$ cat config.mk
export PLATFORM = sky130hd
export DESIGN_NAME = lcd_ctrl
export DESIGN_NICKNAME = d
export VERILOG_FILES = /design/src/rtl/lcd_ctrl.sv
export SDC_FILE = /design/constraint.sdc
export NUM_CORES = 1
export LEC_CHECK = 0
export BUFFER_PORTS_ARGS = -buffer_cell sky130_fd_sc_hd__clkbuf_2
export CORE_MARGIN = 8
export CORE_UTILIZATION = 33
export DETAILED_ROUTE_END_ITERATION = 16
export SKIP_LAST_GASP = 1
export SLEW_MARGIN = 40
export SYNTH_ARGS = -nofsm -noshare
export SYNTH_HDL_FRONTEND = slang
export SYNTH_SLANG_ARGS = --single-unit
$ cat constraint.sdc
create_clock -name i_clk -period 2.1 [get_ports i_clk]
set_clock_uncertainty 0.1 [all_clocks]
set_input_delay 0.21 -clock i_clk [delete_from_list [all_inputs] [get_ports i_clk]]
set_output_delay 0.21 -clock i_clk [all_outputs]
set_load 0.02 [all_outputs]
$ cat src/rtl/lcd_ctrl.sv
// HD44780 command engine: turns each toggle of the LCD register's request bit into one
// timed RS/DATA setup, EN pulse, hold and execution wait, with busy/overrun status.
module lcd_ctrl #(
    parameter int unsigned T_POWERUP   = 2000000,
    parameter int unsigned T_SETUP     = 2,
    parameter int unsigned T_EN        = 12,
    parameter int unsigned T_HOLD      = 2,
    parameter int unsigned T_EXEC      = 2000,
    parameter int unsigned T_EXEC_LONG = 82000
) (
    input  logic        i_clk,
    input  logic        i_reset,
    input  logic [31:0] i_io_lcd,
    output logic [7:0]  o_lcd_data,
    output logic        o_lcd_rs,
    output logic        o_lcd_rw,
    output logic        o_lcd_en,
    output logic        o_lcd_on,
    output logic [31:0] o_status
);

    // state   | meaning
    // POWERUP | post-reset LCD power-on wait, requests dropped
    // IDLE    | waiting for a request toggle
    // SETUP   | RS/DATA settling before EN rises
    // EN_HI   | EN strobe high
    // HOLD    | RS/DATA held after EN falls
    // EXEC    | LCD executing the command (short or long wait)
    typedef enum logic [2:0] {
        S_POWERUP, S_IDLE, S_SETUP, S_EN_HI, S_HOLD, S_EXEC
    } state_t;

    localparam int unsigned MAX_A = (T_POWERUP > T_EXEC_LONG) ? T_POWERUP : T_EXEC_LONG;
    localparam int unsigned MAX_B = (T_EXEC > T_EN) ? T_EXEC : T_EN;
    localparam int unsigned MAX_C = (T_SETUP > T_HOLD) ? T_SETUP : T_HOLD;
    localparam int unsigned MAX_D = (MAX_B > MAX_C) ? MAX_B : MAX_C;
    localparam int unsigned MAX_T = (MAX_A > MAX_D) ? MAX_A : MAX_D;
    localparam int unsigned CW    = $clog2(MAX_T + 1);

    state_t          state, state_nx;
    logic [CW-1:0]   cnt, cnt_nx;
    logic            tog_q, req, accept, drop, last;
    logic            is_long_q, overrun_q, en_q, on_q, rs_q, busy;
    logic [7:0]      data_q;
    logic            unused_bits;

    assign unused_bits = ^{i_io_lcd[28:10], i_io_lcd[8]};

    assign req    = i_io_lcd[30] ^ tog_q;
    assign accept = req && (state == S_IDLE);
    assign drop   = req && (state != S_IDLE);
    assign last   = (cnt == CW'(1));

    always_ff @(posedge i_clk) begin
        if (i_reset) begin
            state <= S_POWERUP;
            cnt   <= CW'(T_POWERUP);
        end else begin
            state <= state_nx;
            cnt   <= cnt_nx;
        end
    end

    always_comb begin
        state_nx = state;
        cnt_nx   = (state == S_IDLE) ? cnt : cnt - CW'(1);
        case (state)
            S_POWERUP: if (last) state_nx = S_IDLE;
            S_IDLE: begin
                if (accept) begin
                    state_nx = S_SETUP;
                    cnt_nx   = CW'(T_SETUP);
                end
            end
            S_SETUP: begin
                if (last) begin
                    state_nx = S_EN_HI;
                    cnt_nx   = CW'(T_EN);
                end
            end
            S_EN_HI: begin
                if (last) begin
                    state_nx = S_HOLD;
                    cnt_nx   = CW'(T_HOLD);
                end
            end
            S_HOLD: begin
                if (last) begin
                    state_nx = S_EXEC;
                    cnt_nx   = is_long_q ? CW'(T_EXEC_LONG) : CW'(T_EXEC);
                end
            end
            S_EXEC: if (last) state_nx = S_IDLE;
            default: begin
                state_nx = S_POWERUP;
                cnt_nx   = CW'(T_POWERUP);
            end
        endcase
    end

    always_comb begin
        busy       = (state != S_IDLE);
        o_status   = {30'b0, overrun_q, busy};
        o_lcd_en   = en_q;
        o_lcd_on   = on_q;
        o_lcd_rs   = rs_q;
        o_lcd_data = data_q;
        o_lcd_rw   = 1'b0;
    end

    // EN is flopped from the next state so the strobe itself never glitches on the pin
    always_ff @(posedge i_clk) begin
        if (i_reset) begin
            tog_q     <= i_io_lcd[30];
            on_q      <= 1'b0;
            en_q      <= 1'b0;
            data_q    <= 8'h00;
            rs_q      <= 1'b0;
            is_long_q <= 1'b0;
            overrun_q <= 1'b0;
        end else begin
            tog_q <= i_io_lcd[30];
            on_q  <= i_io_lcd[31];
            en_q  <= (state_nx == S_EN_HI);
            if (accept) begin
                data_q    <= i_io_lcd[7:0];
                rs_q      <= i_io_lcd[9];
                is_long_q <= !i_io_lcd[9] && (i_io_lcd[7:0] == 8'h01 ||
                             i_io_lcd[7:0] == 8'h02 || i_io_lcd[7:0] == 8'h03);
            end
            if (drop)
                overrun_q <= 1'b1;
            else if (i_io_lcd[29])
                overrun_q <= 1'b0;
        end
    end

endmodule

# ---- Yosys cells after proc, flatten, opt, wreduce, memory -nomap -nowiden
# Cells that the tools add are included.
dict set report totals {
  elab_cells 46
  reg_bits 38
  out_inout_bits 44
  input_bits 34
}
dict set report op_classes {
  mux 15
  addsub 1
  eq_ne 11
  bitwise_logic 1
  n_reduce_logical 9
}
# op n
set op_table {}
lappend op_table {{21-bit two-way mux} 5}
lappend op_table {{21-bit case mux with 5 select lines} 1}
lappend op_table {{21-bit by 1-bit equality test with 1-bit output (second input constant)} 1}
lappend op_table {{21-bit by 1-bit subtractor with 21-bit output (second input constant)} 1}
lappend op_table {{17-bit two-way mux} 1}
lappend op_table {{8-bit by 2-bit equality test with 1-bit output (second input constant)} 2}
lappend op_table {{3-bit two-way mux} 5}
lappend op_table {{3-bit case mux with 5 select lines} 1}
lappend op_table {{3-bit by 2-bit equality test with 1-bit output (second input constant)} 3}
lappend op_table {{8-bit by 1-bit equality test with 1-bit output (second input constant)} 1}
lappend op_table {{3-bit equality test (second input constant)} 2}
lappend op_table {{3-bit by 1-bit equality test with 1-bit output (second input constant)} 1}
lappend op_table {{1-bit logical AND} 3}
lappend op_table {{3-bit zero test} 1}
lappend op_table {{3-bit by 1-bit inequality test with 1-bit output (second input constant)} 1}
lappend op_table {{1-bit logical OR} 2}
lappend op_table {{1-bit two-way mux} 2}
lappend op_table {{2-bit nonzero test} 1}
lappend op_table {{2-bit OR reduction} 1}
lappend op_table {{1-bit zero test} 1}
lappend op_table {{1-bit bitwise XOR} 1}

# ---- Longest topological paths before layout
dict set report depth {
  word_depth 5
  mapped_depth 9
  mapped_depth_nobuf 8
}

# ---- Least setup slack after synthesis
# OpenSTA, ideal clock, no wires.
dict set report synth_timing {
  path_type {reg2reg}
  from {reg cnt[0]}
  to {reg cnt[12]}
  path_buffers 1
  setup_ns 0.117
  path_slack_ns 0.068
  required_time_ns 1.883
  period_less_slack_ns 2.032
  stages_incl_launch_ff 10
  arrival_time_ns 1.815
  path_cell_list {dfxtp_1 inv_1 ha_1 or3b_1 buf_2 nor4_4 inv_2 or3_1 xor2_1 nor2_2}
}
dict set report synth_between {
  elab_chain_len 4
  word_cells_on_any_way 8
  cone_classes {add/sub: 1; eq/ne: 1; mux: 6}
}
# element line
set synth_rtl {}
lappend synth_rtl {{from (decl)} 41} ;# logic [CW-1:0] cnt, cnt_nx;
lappend synth_rtl {{from (signal assigned)} 57} ;# cnt <= CW'(T_POWERUP);
lappend synth_rtl {{from (signal assigned)} 60} ;# cnt <= cnt_nx;
lappend synth_rtl {{21-bit by 1-bit subtractor with 21-bit output} 66} ;# cnt_nx = (state == S_IDLE) ? cnt : cnt - CW'(1);
lappend synth_rtl {{21-bit two-way mux} 66}
lappend synth_rtl {{21-bit two-way mux, on equally long branches} -}
lappend synth_rtl {{21-bit case mux with 5 select lines *} 67} ;# case (state)
# Mark *: on every way between the ends. The rest lies on a longest branch, timed or not.
# A chain may end at the register's enable or synchronous reset.

# ---- Worst setup path after layout
dict set report layout_timing {
  from {reg cnt[1]}
  to {reg cnt[11]}
}
# The elaborated chain is that of the path after synthesis.

==> metrics.yaml <==
critical_path:
  slowest_delay_ns: 0.54
  worst-r2r-cell-count: 7
  cp_max_fo: 4
  cpMaxStageDelayCell: "or4_4"
  reg2reg_from: "cnt[1]"
  rrSetupSlack_ns: 0.08
  crit_path_end_kind: "flip-flop"
  r2r_end: "cnt[11]"
  crit_chain: "buf_4 -> or4_4 -> nor2_4 -> nand3_2 -> or3_1 -> a21oi_1 -> a31o_1"
  worstPathArrival_ns: 2.16
  worstSetupPathType: "flip-flop to flip-flop"
  start_kind: "flip-flop"
  crit_required_ns: 2.24
sta:
  finalCriticalPeriod_ns: 2.024
  fin_crit_sh_pct: 96.37
  grt_setup_unrepaired: "true"
  setup_viol: 0
  hold_viol_final: 0
  setup_tns_ns: 0
  fmax_mhz: 494.1
  drv_slew: 0
floorplan:
  ios: 78
  fp.dieH_um: 101.4
  fp.dieArea_um2: 10280
  die_w_um: 101.4
  initial_core_util_pct: 33.53
  coreArea_um2: 7176
  num_rows: 31
layout:
  regArea_um2: 763.2
  nets: 375
  antennaDiodeCount: 0
  multi_input_area_um2: 1485
  design_area_um2: 2963
  final_cells: 439
  area_growth_pct: 23.14
  nFillCells: 730
  drive_gt1_share_pct: 33.24
  fin_util_pct: 41.29
pwr:
  p_total_w: 0.002119
  p_leak_nw: 1.128
  ir_worst_vdd_uv: 283.6
  p_per_area_nw_per_um2: 715.1
global_route:
  first_global_vias: 2039
  grt_overflow: 0
  grt_max_degree: 16
  grt_antenna_before_repair: 0
  grt_pass1_wl_um: 9763
  track_usage_pct: 11.74
logic_synthesis:
  synth_area_leaders: "dfxtp_1 (32%), buf_4 (10%), a21oi_1 (6.2%)"
  synth-edff-count: 0
  netlist_area_um2: 2406
  synth-seq-area-share_pct: 31.62
  synthXorXnorAreaFrac_pct: 4.368
  avgSynthCellArea_um2: 8.472
  synth_compound_area_share_pct: 19.03
  yosysWarnings: 0
  yosys.area_share.simple_pct: 29.43
  synthAdderAreaFrac_pct: 1.040
  ys_ff_latch: 38
  yosys.cell_types.count: 67
  synth_async_sr_flop_share_pct: 0
  synth_top_family_by_area: "simple AND/OR/NAND/NOR gates"
  synth_top_area_cell: "dfxtp_1"
  synth_ff_type: "dfxtp_1"
  synth_top_area_share_pct: 31.62
  syn_inst: 284
  synth_mux_area_share_pct: 0.4160
routing:
  ant_nets: 0
  vias: 2114
  drt_wl_total_um: 5931
  firstDrtPassIters: 4
  wl_met2_um: 2828
  drt-wirelength-per-cell_um: 13.51
  drt-initial-drc-count: 115
  vias_per_cell: 4.815
  wl_met3_um: 287
  met1Wirelength_um: 2753
  drc: 0
  maxUsedRoutingLayer: "met4"
placement:
  place_congestion: 0.8973
  dp_hpwl_um: 4454
  dp.cells: 423
  numPortBuffers: 26
  placed_cell_area_um2: 2689
min_path:
  hp-class: "input port to flip-flop"
  holdPathStages: 2
  worstHoldStart: "i_io_lcd[31]"
  hold-path-endpoint: "o_lcd_on"
job:
  maxCapViolCount: 0
clock_tree:
  clockBufferDepth: 2
  cts_buffers: 5
  cts.sinks: 38
  cts_tree: "built"
  clk_latency_ns: 0.29
  clock-root-buffer: "clkbuf_8"
  htreeDepth: 2
  path_clk_slew_ns: 0.08
run_status:
  status: "finished clean"
-- per-stage QoR --
step | setup slack (ns) | hold WS [ns]
after detailed placement | 0.004447 | 0.2431
after global placement | 0.01208 | 0.2407
after global routing | -0.01214 | 0.03816
after floorplan | 0.06824 | 0.1377
final | 0.07626 | 0.02121
after CTS | 0.02304 | 0.01323
-- worst max-delay path: cells and delay by family (launching register included) --
family	cells	cell delay [ns]
simple gates	4	1.17
buf+inv	1	0.14
flops	1	0.33
compound gates	2	0.24
-- power breakdown --
| part | switching [W] | total [W] | leakage, nW | internal [W] |
|---|---|---|---|---|
| clock network | 0.000272 | 0.000779 | 0.0714 | 0.000507 |
| logic | 0.000278 | 0.000512 | 0.747 | 0.000234 |
| registers | 0.0000585 | 0.000828 | 0.310 | 0.000769 |
| total | 0.000608 | 0.00212 | 1.13 | 0.00151 |
-- cells by family after synthesis --
logic type                 count (synthesis)
AOI/OAI and AO/OA                         68
buffers and inverters                     54
adders and majority gates                  2
DFF                                       38
and+or+nand+nor                          108
muxes                                      1
other                                      1
xor gates and xnor gates                  12
-- state kept, by name, indices dropped and copies added, names as in the netlist --
name and count:
overrun_q 1, cnt 21, o_lcd_en 1, o_lcd_data 8, o_lcd_on 1, tog_q 1
state 3, o_lcd_rs 1, is_long_q 1
-- placed cells by master, fill, tap and decap left out, drive strengths merged, types with 2 or more instances in the layout --
master,instances
dfxtp,38
buf,36
nand2,34
clkbuf,32
conb,31
a21oi,31
nor2,20
o21ai,11
nor3,11
nand3,10
nor4,9
inv,9
xnor2,6
xor2,6
nor2b,5
or3,5
o211ai,4
a31oi,3
or4,2
o31ai,2
o31a,2
bufinv,2
nand4,2
a211oi,2
ha,2
-- synth_stat cells (5+ instances only) --
library cell	n
inv_1	7
nor3_2	5
nor2b_1	5
buf_2	6
nor2_1	16
dfxtp_1	38
a21oi_1	30
o21ai_0	9
nand3_1	9
xor2_1	6
xnor2_1	6
buf_4	33
nand2_1	32
-- layout make-up --
type	instances	share of cell area (%)
clock buffer	6	2.787
timing repair buffer	63	13.98
tap	99	4.181
clock inverter	2	2.027
inverter	9	1.140
multi-input combinational	222	50.13
sequential	38	25.76
-- layer usage --
layer | track usage (%) | vias up
li1 | - | 1047
met1 | 14.74 | 1006
met2 | 19.23 | 54
met3 | 2.955 | 7
met4 | 3.551 | 0
met5 | 0 | -
-- timing repair --
item                                    CTS  global route
endpoints found under the setup margin    1            25
endpoints found under the hold margin     1             0
hold buffers                              1             0
resized for setup                         7             8
pin swaps                                 3             7
setup buffers                             2             5
-- worst max path at each step --
stage	from	to	slack, ns	cells after the start
global placement	cnt[0]	cnt[12]	0.01	8
CTS	cnt[1]	cnt[19]	0.02	7
detailed placement	cnt[0]	cnt[12]	0.004	8
global route	cnt[1]	cnt[11]	-0.01	7
finish	cnt[1]	cnt[11]	0.08	7
floorplan	cnt[0]	cnt[12]	0.07	9
(Power assumes the default switching activity.)
